### config.mk
export PLATFORM = sky130hd
export DESIGN_NAME = led_shift_ctrl_flat
export DESIGN_NICKNAME = d
export VERILOG_FILES = /design/src/rtl/led_shift_ctrl_pkg.sv /design/src/rtl/led_shift_ctrl_if.sv /design/src/rtl/led_tick_gen.sv /design/src/rtl/led_shift_ctrl.sv /design/src/flat_wrapper.sv
export SDC_FILE = /design/constraint.sdc
export NUM_CORES = 1
export LEC_CHECK = 0
export CORE_MARGIN = 10
export CORE_UTILIZATION = 45
export DETAILED_ROUTE_END_ITERATION = 10
export GPL_TIMING_DRIVEN = 1
export PLACE_DENSITY = 0.72
export SLEW_MARGIN = 20
export SYNTH_ARGS = -nofsm -noshare
export SYNTH_HDL_FRONTEND = slang
export SYNTH_SLANG_ARGS = --single-unit
### constraint.sdc
create_clock -name clk -period 2.02 [get_ports clk]
set_clock_uncertainty 0.1 [all_clocks]
set_input_delay 0.202 -clock clk [delete_from_list [all_inputs] [get_ports clk]]
set_output_delay 0.202 -clock clk [all_outputs]
set_load 0.01 [all_outputs]
### src/rtl/led_shift_ctrl_pkg.sv
// Shared constants, opcodes and helpers for the LED shift controller.
package led_ctrl_pkg;

    localparam int LED_W   = 8;
    localparam int OP_W    = 3;
    localparam int SPEED_W = 2;

    localparam logic [OP_W-1:0] OP_NOP       = 3'd0;
    localparam logic [OP_W-1:0] OP_LOAD      = 3'd1;
    localparam logic [OP_W-1:0] OP_RUN       = 3'd2;
    localparam logic [OP_W-1:0] OP_STOP      = 3'd3;
    localparam logic [OP_W-1:0] OP_STEP      = 3'd4;
    localparam logic [OP_W-1:0] OP_SET_DIR   = 3'd5;
    localparam logic [OP_W-1:0] OP_SET_SPEED = 3'd6;
    localparam logic [OP_W-1:0] OP_INVERT    = 3'd7;

    localparam logic [LED_W-1:0] RESET_PATTERN = 8'h1F;

    localparam logic DIR_LEFT  = 1'b0;
    localparam logic DIR_RIGHT = 1'b1;

    typedef enum logic {
        ST_STOPPED = 1'b0,
        ST_RUNNING = 1'b1
    } ctrl_state_e;

    // One-position circular rotation; left moves toward the MSB.
    function automatic logic [LED_W-1:0] rotate(input logic [LED_W-1:0] pat,
                                                input logic             d);
        if (d == DIR_LEFT)
            return {pat[LED_W-2:0], pat[LED_W-1]};
        else
            return {pat[0], pat[LED_W-1:1]};
    endfunction

endpackage

### src/rtl/led_shift_ctrl_if.sv
// Remote command channel: valid/ready handshake carrying opcode and operand.
interface led_shift_ctrl_if;
    import led_ctrl_pkg::*;

    logic               cmd_valid;
    logic               cmd_ready;
    logic [OP_W-1:0]    cmd_op;
    logic [LED_W-1:0]   cmd_data;

    modport master (output cmd_valid, output cmd_op, output cmd_data, input cmd_ready);
    modport slave  (input cmd_valid, input cmd_op, input cmd_data, output cmd_ready);

endinterface

### src/rtl/led_tick_gen.sv
// Rotation period counter: wraps and fires tick after P = QUARTER << speed cycles.
module led_tick_gen
    import led_ctrl_pkg::*;
#(
    parameter int CLK_FREQ = 25_000_000
) (
    input  logic               clk,
    input  logic               rst_n,
    input  logic               clear,
    input  logic               enable,
    input  logic [SPEED_W-1:0] speed,
    output logic               tick
);

    localparam int QUARTER = CLK_FREQ / 4;
    localparam int CNT_W   = $clog2(2 * CLK_FREQ);

    logic [CNT_W-1:0] cnt;
    logic [CNT_W-1:0] last;

    // Terminal count for the selected speed; computed wide then truncated.
    always_comb begin
        last = CNT_W'((QUARTER << speed) - 1);
    end

    assign tick = enable && (cnt == last);

    // Counter holds at zero while disabled or cleared, wraps on terminal count.
    always_ff @(posedge clk or negedge rst_n) begin
        if (!rst_n)
            cnt <= '0;
        else if (clear || !enable || tick)
            cnt <= '0;
        else
            cnt <= cnt + CNT_W'(1);
    end

endmodule

### src/rtl/led_shift_ctrl.sv
// Command-driven rotating LED pattern controller.
//
// state      | meaning
// -----------+-------------------------------------------------
// ST_STOPPED | automatic rotation off, tick counter held at 0
// ST_RUNNING | tick counter runs, pattern rotates every P cycles
module led_shift_ctrl
    import led_ctrl_pkg::*;
#(
    parameter int CLK_FREQ = 25_000_000
) (
    input  logic              clk,
    input  logic              rst_n,
    led_shift_ctrl_if.slave   cmd,
    output logic [LED_W-1:0]  leds,
    output logic              running,
    output logic              dir,
    output logic              shift_pulse
);

    ctrl_state_e        state_q, state_d;
    logic               ready_q;
    logic [OP_W-1:0]    pend_op_q;
    logic [LED_W-1:0]   pend_data_q;
    logic [LED_W-1:0]   leds_q, leds_d;
    logic               dir_q, dir_d;
    logic [SPEED_W-1:0] speed_q, speed_d;
    logic               pulse_q, pulse_d;
    logic               clear;
    logic               tick;
    logic               accept;
    logic               apply;

    // ready is low exactly in the cycle after an accept, which is the apply cycle
    assign accept = cmd.cmd_valid && ready_q;
    assign apply  = !ready_q;

    led_tick_gen #(
        .CLK_FREQ (CLK_FREQ)
    ) u_tick_gen (
        .clk    (clk),
        .rst_n  (rst_n),
        .clear  (clear),
        .enable (state_q == ST_RUNNING),
        .speed  (speed_q),
        .tick   (tick)
    );

    // Command capture and handshake; reset drops any pending command.
    always_ff @(posedge clk or negedge rst_n) begin
        if (!rst_n) begin
            ready_q     <= 1'b1;
            pend_op_q   <= OP_NOP;
            pend_data_q <= '0;
        end else begin
            ready_q <= !accept;
            if (accept) begin
                pend_op_q   <= cmd.cmd_op;
                pend_data_q <= cmd.cmd_data;
            end
        end
    end

    // State, pattern and configuration registers.
    always_ff @(posedge clk or negedge rst_n) begin
        if (!rst_n) begin
            state_q <= ST_RUNNING;
            leds_q  <= RESET_PATTERN;
            dir_q   <= DIR_LEFT;
            speed_q <= '0;
            pulse_q <= 1'b0;
        end else begin
            state_q <= state_d;
            leds_q  <= leds_d;
            dir_q   <= dir_d;
            speed_q <= speed_d;
            pulse_q <= pulse_d;
        end
    end

    // Apply the pending command and decide whether a coincident tick survives.
    always_comb begin
        state_d = state_q;
        leds_d  = leds_q;
        dir_d   = dir_q;
        speed_d = speed_q;
        pulse_d = 1'b0;
        clear   = 1'b0;

        if (apply) begin
            case (pend_op_q)
                OP_LOAD: begin
                    leds_d = pend_data_q;
                    clear  = 1'b1;
                end
                OP_RUN: begin
                    state_d = ST_RUNNING;
                    if (tick) begin
                        leds_d  = rotate(leds_q, dir_q);
                        pulse_d = 1'b1;
                    end
                end
                OP_STOP: begin
                    state_d = ST_STOPPED;
                    clear   = 1'b1;
                end
                OP_STEP: begin
                    leds_d  = rotate(leds_q, dir_q);
                    pulse_d = 1'b1;
                    clear   = 1'b1;
                end
                OP_SET_DIR: begin
                    dir_d = pend_data_q[0];
                    // a coincident tick already uses the new direction
                    if (tick) begin
                        leds_d  = rotate(leds_q, pend_data_q[0]);
                        pulse_d = 1'b1;
                    end
                end
                OP_SET_SPEED: begin
                    speed_d = pend_data_q[SPEED_W-1:0];
                    clear   = 1'b1;
                end
                OP_INVERT: begin
                    leds_d = ~leds_q;
                    clear  = 1'b1;
                end
                default: begin
                    if (tick) begin
                        leds_d  = rotate(leds_q, dir_q);
                        pulse_d = 1'b1;
                    end
                end
            endcase
        end else if (tick) begin
            leds_d  = rotate(leds_q, dir_q);
            pulse_d = 1'b1;
        end
    end

    assign cmd.cmd_ready = ready_q;
    assign leds          = leds_q;
    assign running       = (state_q == ST_RUNNING);
    assign dir           = dir_q;
    assign shift_pulse   = pulse_q;

endmodule

### src/flat_wrapper.sv
// flat-port wrapper written by rule: the top's interface ports become plain ports
module led_shift_ctrl_flat import led_ctrl_pkg::*;
#(
    parameter int CLK_FREQ = 25_000_000
)
  (clk, rst_n, leds, running, dir, shift_pulse, cmd_cmd_valid, cmd_cmd_op, cmd_cmd_data, cmd_cmd_ready);
  led_shift_ctrl_if cmd_i ();
  input  logic clk;
  input  logic rst_n;
  output logic [LED_W-1:0] leds;
  output logic running;
  output logic dir;
  output logic shift_pulse;
  input wire logic [$bits(cmd_i.cmd_valid)-1:0] cmd_cmd_valid;
  input wire logic [$bits(cmd_i.cmd_op)-1:0] cmd_cmd_op;
  input wire logic [$bits(cmd_i.cmd_data)-1:0] cmd_cmd_data;
  output wire logic [$bits(cmd_i.cmd_ready)-1:0] cmd_cmd_ready;
  assign cmd_i.cmd_valid = cmd_cmd_valid;
  assign cmd_i.cmd_op = cmd_cmd_op;
  assign cmd_i.cmd_data = cmd_cmd_data;
  assign cmd_cmd_ready = cmd_i.cmd_ready;
  led_shift_ctrl #(.CLK_FREQ(CLK_FREQ)) u_core (.clk(clk), .rst_n(rst_n), .cmd(cmd_i), .leds(leds), .running(running), .dir(dir), .shift_pulse(shift_pulse));
endmodule
==> summary.md <==
### Timing
* 0.4552 GHz — highest achievable clock rate
* 43.83% — remaining max-slew budget at the tightest pin
* 108.8% — share of the clock period used by the worst path after layout
* yes — unrepaired setup endpoints after global routing
* 0 — Hold Violations, Final
* 2197 ps — post-layout min period
* 840.7 ps — Tightest Pin Transition
* -177.0 ps — final worst slack
* 0 — pins over their slew limit
* 35 — final count of negative-setup-slack endpoints

### Synth
* 44.31% — sequential fraction of the synthesis area
* 2900 sq um — Post-Synthesis Cell Area
* 9.635 sq um — synthesized area divided by synthesized cell count
* 317 — net count after synthesis
* sky130_fd_sc_hd__dfrtp_1 — commonest register cell after synthesis
* sky130_fd_sc_hd__dfrtp_1 — Yosys top cell by area
* 100.0% — share of flip-flops with an asynchronous set or reset
* 37.96% — area share of the leading cell type in the synthesized netlist
* 51 — flops & latches, synth
* 43 — library cells used by synthesis
* sky130_fd_sc_hd__dfrtp_1 (38%), sky130_fd_sc_hd__dfstp_2 (6.3%), sky130_fd_sc_hd__nor2_1 (6.3%), sky130_fd_sc_hd__mux2i_1 (5.9%), sky130_fd_sc_hd__mux2_2 (4.7%) — Area contributors post-synth
* 0 — EDFF count, synth
* 301 — gate count of the mapped netlist
* 0 — Yosys warnings

### Detailed routing
* 15.73 um — drt wl/cell
* 7.284 mm — total detailed-routing wirelength
* 4 — count of TritonRoute iterations in the first routing pass
* 160 — initial drt markers
* 0 — remaining routing DRC violations
* 0 — antenna-violating nets left
* 5.456 — vias per cell
* 2526 — DR vias

### Placed design
* 0.8376 — global placer's final weighted congestion
* 3630 sq um — total cell area at the placement stage
* 25 — number of port buffers
* 447 — number of placed instances, taps included
* 5.098 mm — total half-perimeter wirelength after legalization and detailed placement

### Floorplan
* 100.3 um — die extent in x
* 26 — count of boundary I/O pins
* 29 — number of placement rows
* 100.3 um — vertical die dimension
* 6314 sq um — placeable core region
* 10060 sq um — die area
* 45.94% — initial core utilization

### Clocking
* 2 — Max Root-Sink Buffers
* done — TritonCTS clock tree
* sky130_fd_sc_hd__clkbuf_8 — clock tree root buffer cell
* 310 ps — clock latency on the worst-skew pair
* 5 — CTS Buf Count
* 100 ps — Worst-path clk slew
* 51 — TritonCTS Sinks
* 2 — H-tree lvl count

### Cells and area
* 540 — Filler Cells Inserted
* 34.64% — layout overhead on the synthesized area
* 3905 sq um — final standard cell area without fillers
* 463 — post-layout instance count excluding filler cells
* 0 — antenna diode count
* 401 — number of nets in the finished design
* 27.98% — ratio of cells with drive above 1 in the final layout
* 1604 sq um — multi-input gate area in the final layout
* 1286 sq um — flip-flop and latch area

### Critical path
* 9 — critical-path maximum fanout
* register — category of the worst setup path launch point
* register to register — WS Path Type
* 2310 ps — arrival time of the worst setup path
* 2130 ps — required arrival time at the worst endpoint
* register — endpoint kind of the worst setup timing path

### GRT
* 0 — number of antenna violations at the first check in global routing
* 2566 — via count of the first global-routing pass
* 3.297% — met3 Resource Use GR
* 14.77% — total routing usage reported by global routing
* 24.18% — routing usage on met2
* 0 — aggregate global routing overflow
* 18.81% — met1 track demand over resource
* met2 — most used routing layer in global routing
* 12.30 mm — first-pass GRT wire length
* 32 — pin count of the biggest net entering global routing

### Power
* 919.5 nW/um^2 — PD cells
* 0.5453 mV — Worst VDD drop
* 0.001635 uW — leakage power

### Outcome
* finished, violations left — run status
* negative setup slack — violations in the final reports

### Min path
* input pin to async pin — type of the worst min-delay path

### Flow run
* 0 — number of max-cap violations

## where the power goes
group / switching (uW) / total, uW / internal (uW)
logic: 659 / 1460 / 797
clock network: 363 / 612 / 248
registers: 278 / 1520 / 1250
## cells in the final DEF (no fill, tap or decap), types with 2 or more instances in the layout
| master | instances |
|---|---|
| sky130_fd_sc_hd__nor3b_1 | 3 |
| sky130_fd_sc_hd__buf_6 | 2 |
| sky130_fd_sc_hd__nor2_2 | 2 |
| sky130_fd_sc_hd__buf_12 | 2 |
| sky130_fd_sc_hd__nand2b_1 | 5 |
| sky130_fd_sc_hd__nand3b_1 | 3 |
| sky130_fd_sc_hd__xor2_1 | 12 |
| sky130_fd_sc_hd__nand3_1 | 8 |
| sky130_fd_sc_hd__o21ai_0 | 7 |
| sky130_fd_sc_hd__clkdlybuf4s50_1 | 24 |
| sky130_fd_sc_hd__dfstp_2 | 7 |
| sky130_fd_sc_hd__o22a_1 | 8 |
| sky130_fd_sc_hd__o22ai_1 | 8 |
| sky130_fd_sc_hd__mux2i_1 | 17 |
| sky130_fd_sc_hd__nor2_1 | 47 |
| sky130_fd_sc_hd__clkinvlp_4 | 2 |
| sky130_fd_sc_hd__o21a_1 | 2 |
| sky130_fd_sc_hd__inv_1 | 8 |
| sky130_fd_sc_hd__xnor2_1 | 12 |
| sky130_fd_sc_hd__buf_4 | 60 |
| sky130_fd_sc_hd__a21oi_1 | 7 |
| sky130_fd_sc_hd__nand2_1 | 19 |
| sky130_fd_sc_hd__nand4_1 | 4 |
| sky130_fd_sc_hd__nor3_1 | 2 |
| sky130_fd_sc_hd__or3_1 | 2 |
| sky130_fd_sc_hd__clkbuf_8 | 5 |
| sky130_fd_sc_hd__a31oi_1 | 10 |
| sky130_fd_sc_hd__mux2_2 | 12 |
| sky130_fd_sc_hd__o211ai_1 | 2 |
| sky130_fd_sc_hd__and3_1 | 6 |
| sky130_fd_sc_hd__dfrtp_1 | 43 |
| sky130_fd_sc_hd__a2111oi_0 | 8 |
## cells by family after synthesis
family / Yosys count / synth area share (%)
and+or+nand+nor: 113 / 18.98
AOI/OAI and AO/OA: 60 / 14.32
DFF: 51 / 44.31
muxes: 29 / 10.53
xor gates and xnor gates: 24 / 7.248
buffers and inverters: 22 / 3.753
adders and majority gates: 2 / 0.8627
## Yosys cell counts, types with 3 or more instances
library cell                 n
sky130_fd_sc_hd__xnor2_1    12
sky130_fd_sc_hd__buf_2       3
sky130_fd_sc_hd__nor3b_1     3
sky130_fd_sc_hd__a21oi_1     8
sky130_fd_sc_hd__dfstp_2     7
sky130_fd_sc_hd__nor3_1      3
sky130_fd_sc_hd__nand4_1     4
sky130_fd_sc_hd__o21ai_0     7
sky130_fd_sc_hd__nand2_1    19
sky130_fd_sc_hd__and3_1      6
sky130_fd_sc_hd__o22ai_1     8
sky130_fd_sc_hd__mux2i_1    17
sky130_fd_sc_hd__a2111oi_0  10
sky130_fd_sc_hd__o22a_1      8
sky130_fd_sc_hd__dfrtp_1    44
sky130_fd_sc_hd__xor2_1     12
sky130_fd_sc_hd__clkbuf_1    6
sky130_fd_sc_hd__mux2_2     12
sky130_fd_sc_hd__nor2_1     49
sky130_fd_sc_hd__inv_1       8
sky130_fd_sc_hd__a31oi_1    10
sky130_fd_sc_hd__nand2b_1    6
sky130_fd_sc_hd__nand3b_1    3
sky130_fd_sc_hd__nand3_1     9
## worst paths after layout
kind | start | end | slack (ps) | cells after the start
max in group asynchronous | rst_n | u_core.running | 930 | 3
hold reg to reg | u_core.pend_data_q[4] | u_core.pend_data_q[4] | 420 | 1
setup reg to reg | u_core.speed_q[0] | u_core.leds[7] | -180 | 8
hold / removal | rst_n | u_core.u_tick_gen.cnt[16] | 280 | 2
setup / recovery | u_core.speed_q[0] | u_core.leds[7] | -180 | 8
min in group clk | cmd_cmd_data[2] | u_core.pend_data_q[2] | 390 | 2
## layer usage
layer	share of wire, %	vias to the layer above	wire length (um)
met5	0	-	0
met4	1.2	0	90
met3	3.7	8	272
met2	48	40	3501
met1	47	1223	3419
li1	-	1255	-
## worst max-delay path: stages, from the launching register on
cell and delay [ps]:
sky130_fd_sc_hd__dfrtp_1 550, sky130_fd_sc_hd__nand2b_4 90, sky130_fd_sc_hd__a2111oi_4 340, sky130_fd_sc_hd__o211ai_1 150, sky130_fd_sc_hd__nor4_2 280, sky130_fd_sc_hd__buf_4 190, sky130_fd_sc_hd__buf_4 140, sky130_fd_sc_hd__a31oi_1 80
sky130_fd_sc_hd__o22a_1 170
## sequential cells by signal, summed over array words and instances (netlist names)
register and cells:
u_core.u_tick_gen.cnt 26, u_core.leds 8, u_core.pend_data_q 8, u_core.pend_op_q 3, u_core.speed_q 2, u_core.cmd.cmd_ready 1, u_core.dir 1, u_core.running 1
u_core.shift_pulse 1
## cell type report
cell class              count  area share [%]
clock buffers               5           1.762
inverters                   8          0.7690
clock inverters             3          0.6088
flip-flops and latches     51           32.94
multi-input cells         228           41.08
repair buffers             91           20.38
well taps                  77           2.467
## metrics by stage
step	TNS [ps]	utilization, %	total power [uW]	setup slack [ps]	hold slack (ps)
after floorplan	-568.5	-	2248	-27.79	-193.6
after global placement	-8414	57.49	2814	-290.8	91.37
after detailed placement	-8732	57.49	2846	-337.9	96.57
after CTS	-5317	61.63	3604	-169.0	300.8
after global routing	-9634	61.85	3809	-302.4	336.2
final	-5262	61.85	3591	-177.0	281.8
## timing repair
item                       CTS  global route
buffers inserted             6             0
pin swaps                    6             1
hold buffers                 1             0
resized for setup           16             5
hold endpoints to repair    14             0
cloned                       1             0
setup endpoints to repair   34            35
(Power assumes the default switching activity.)
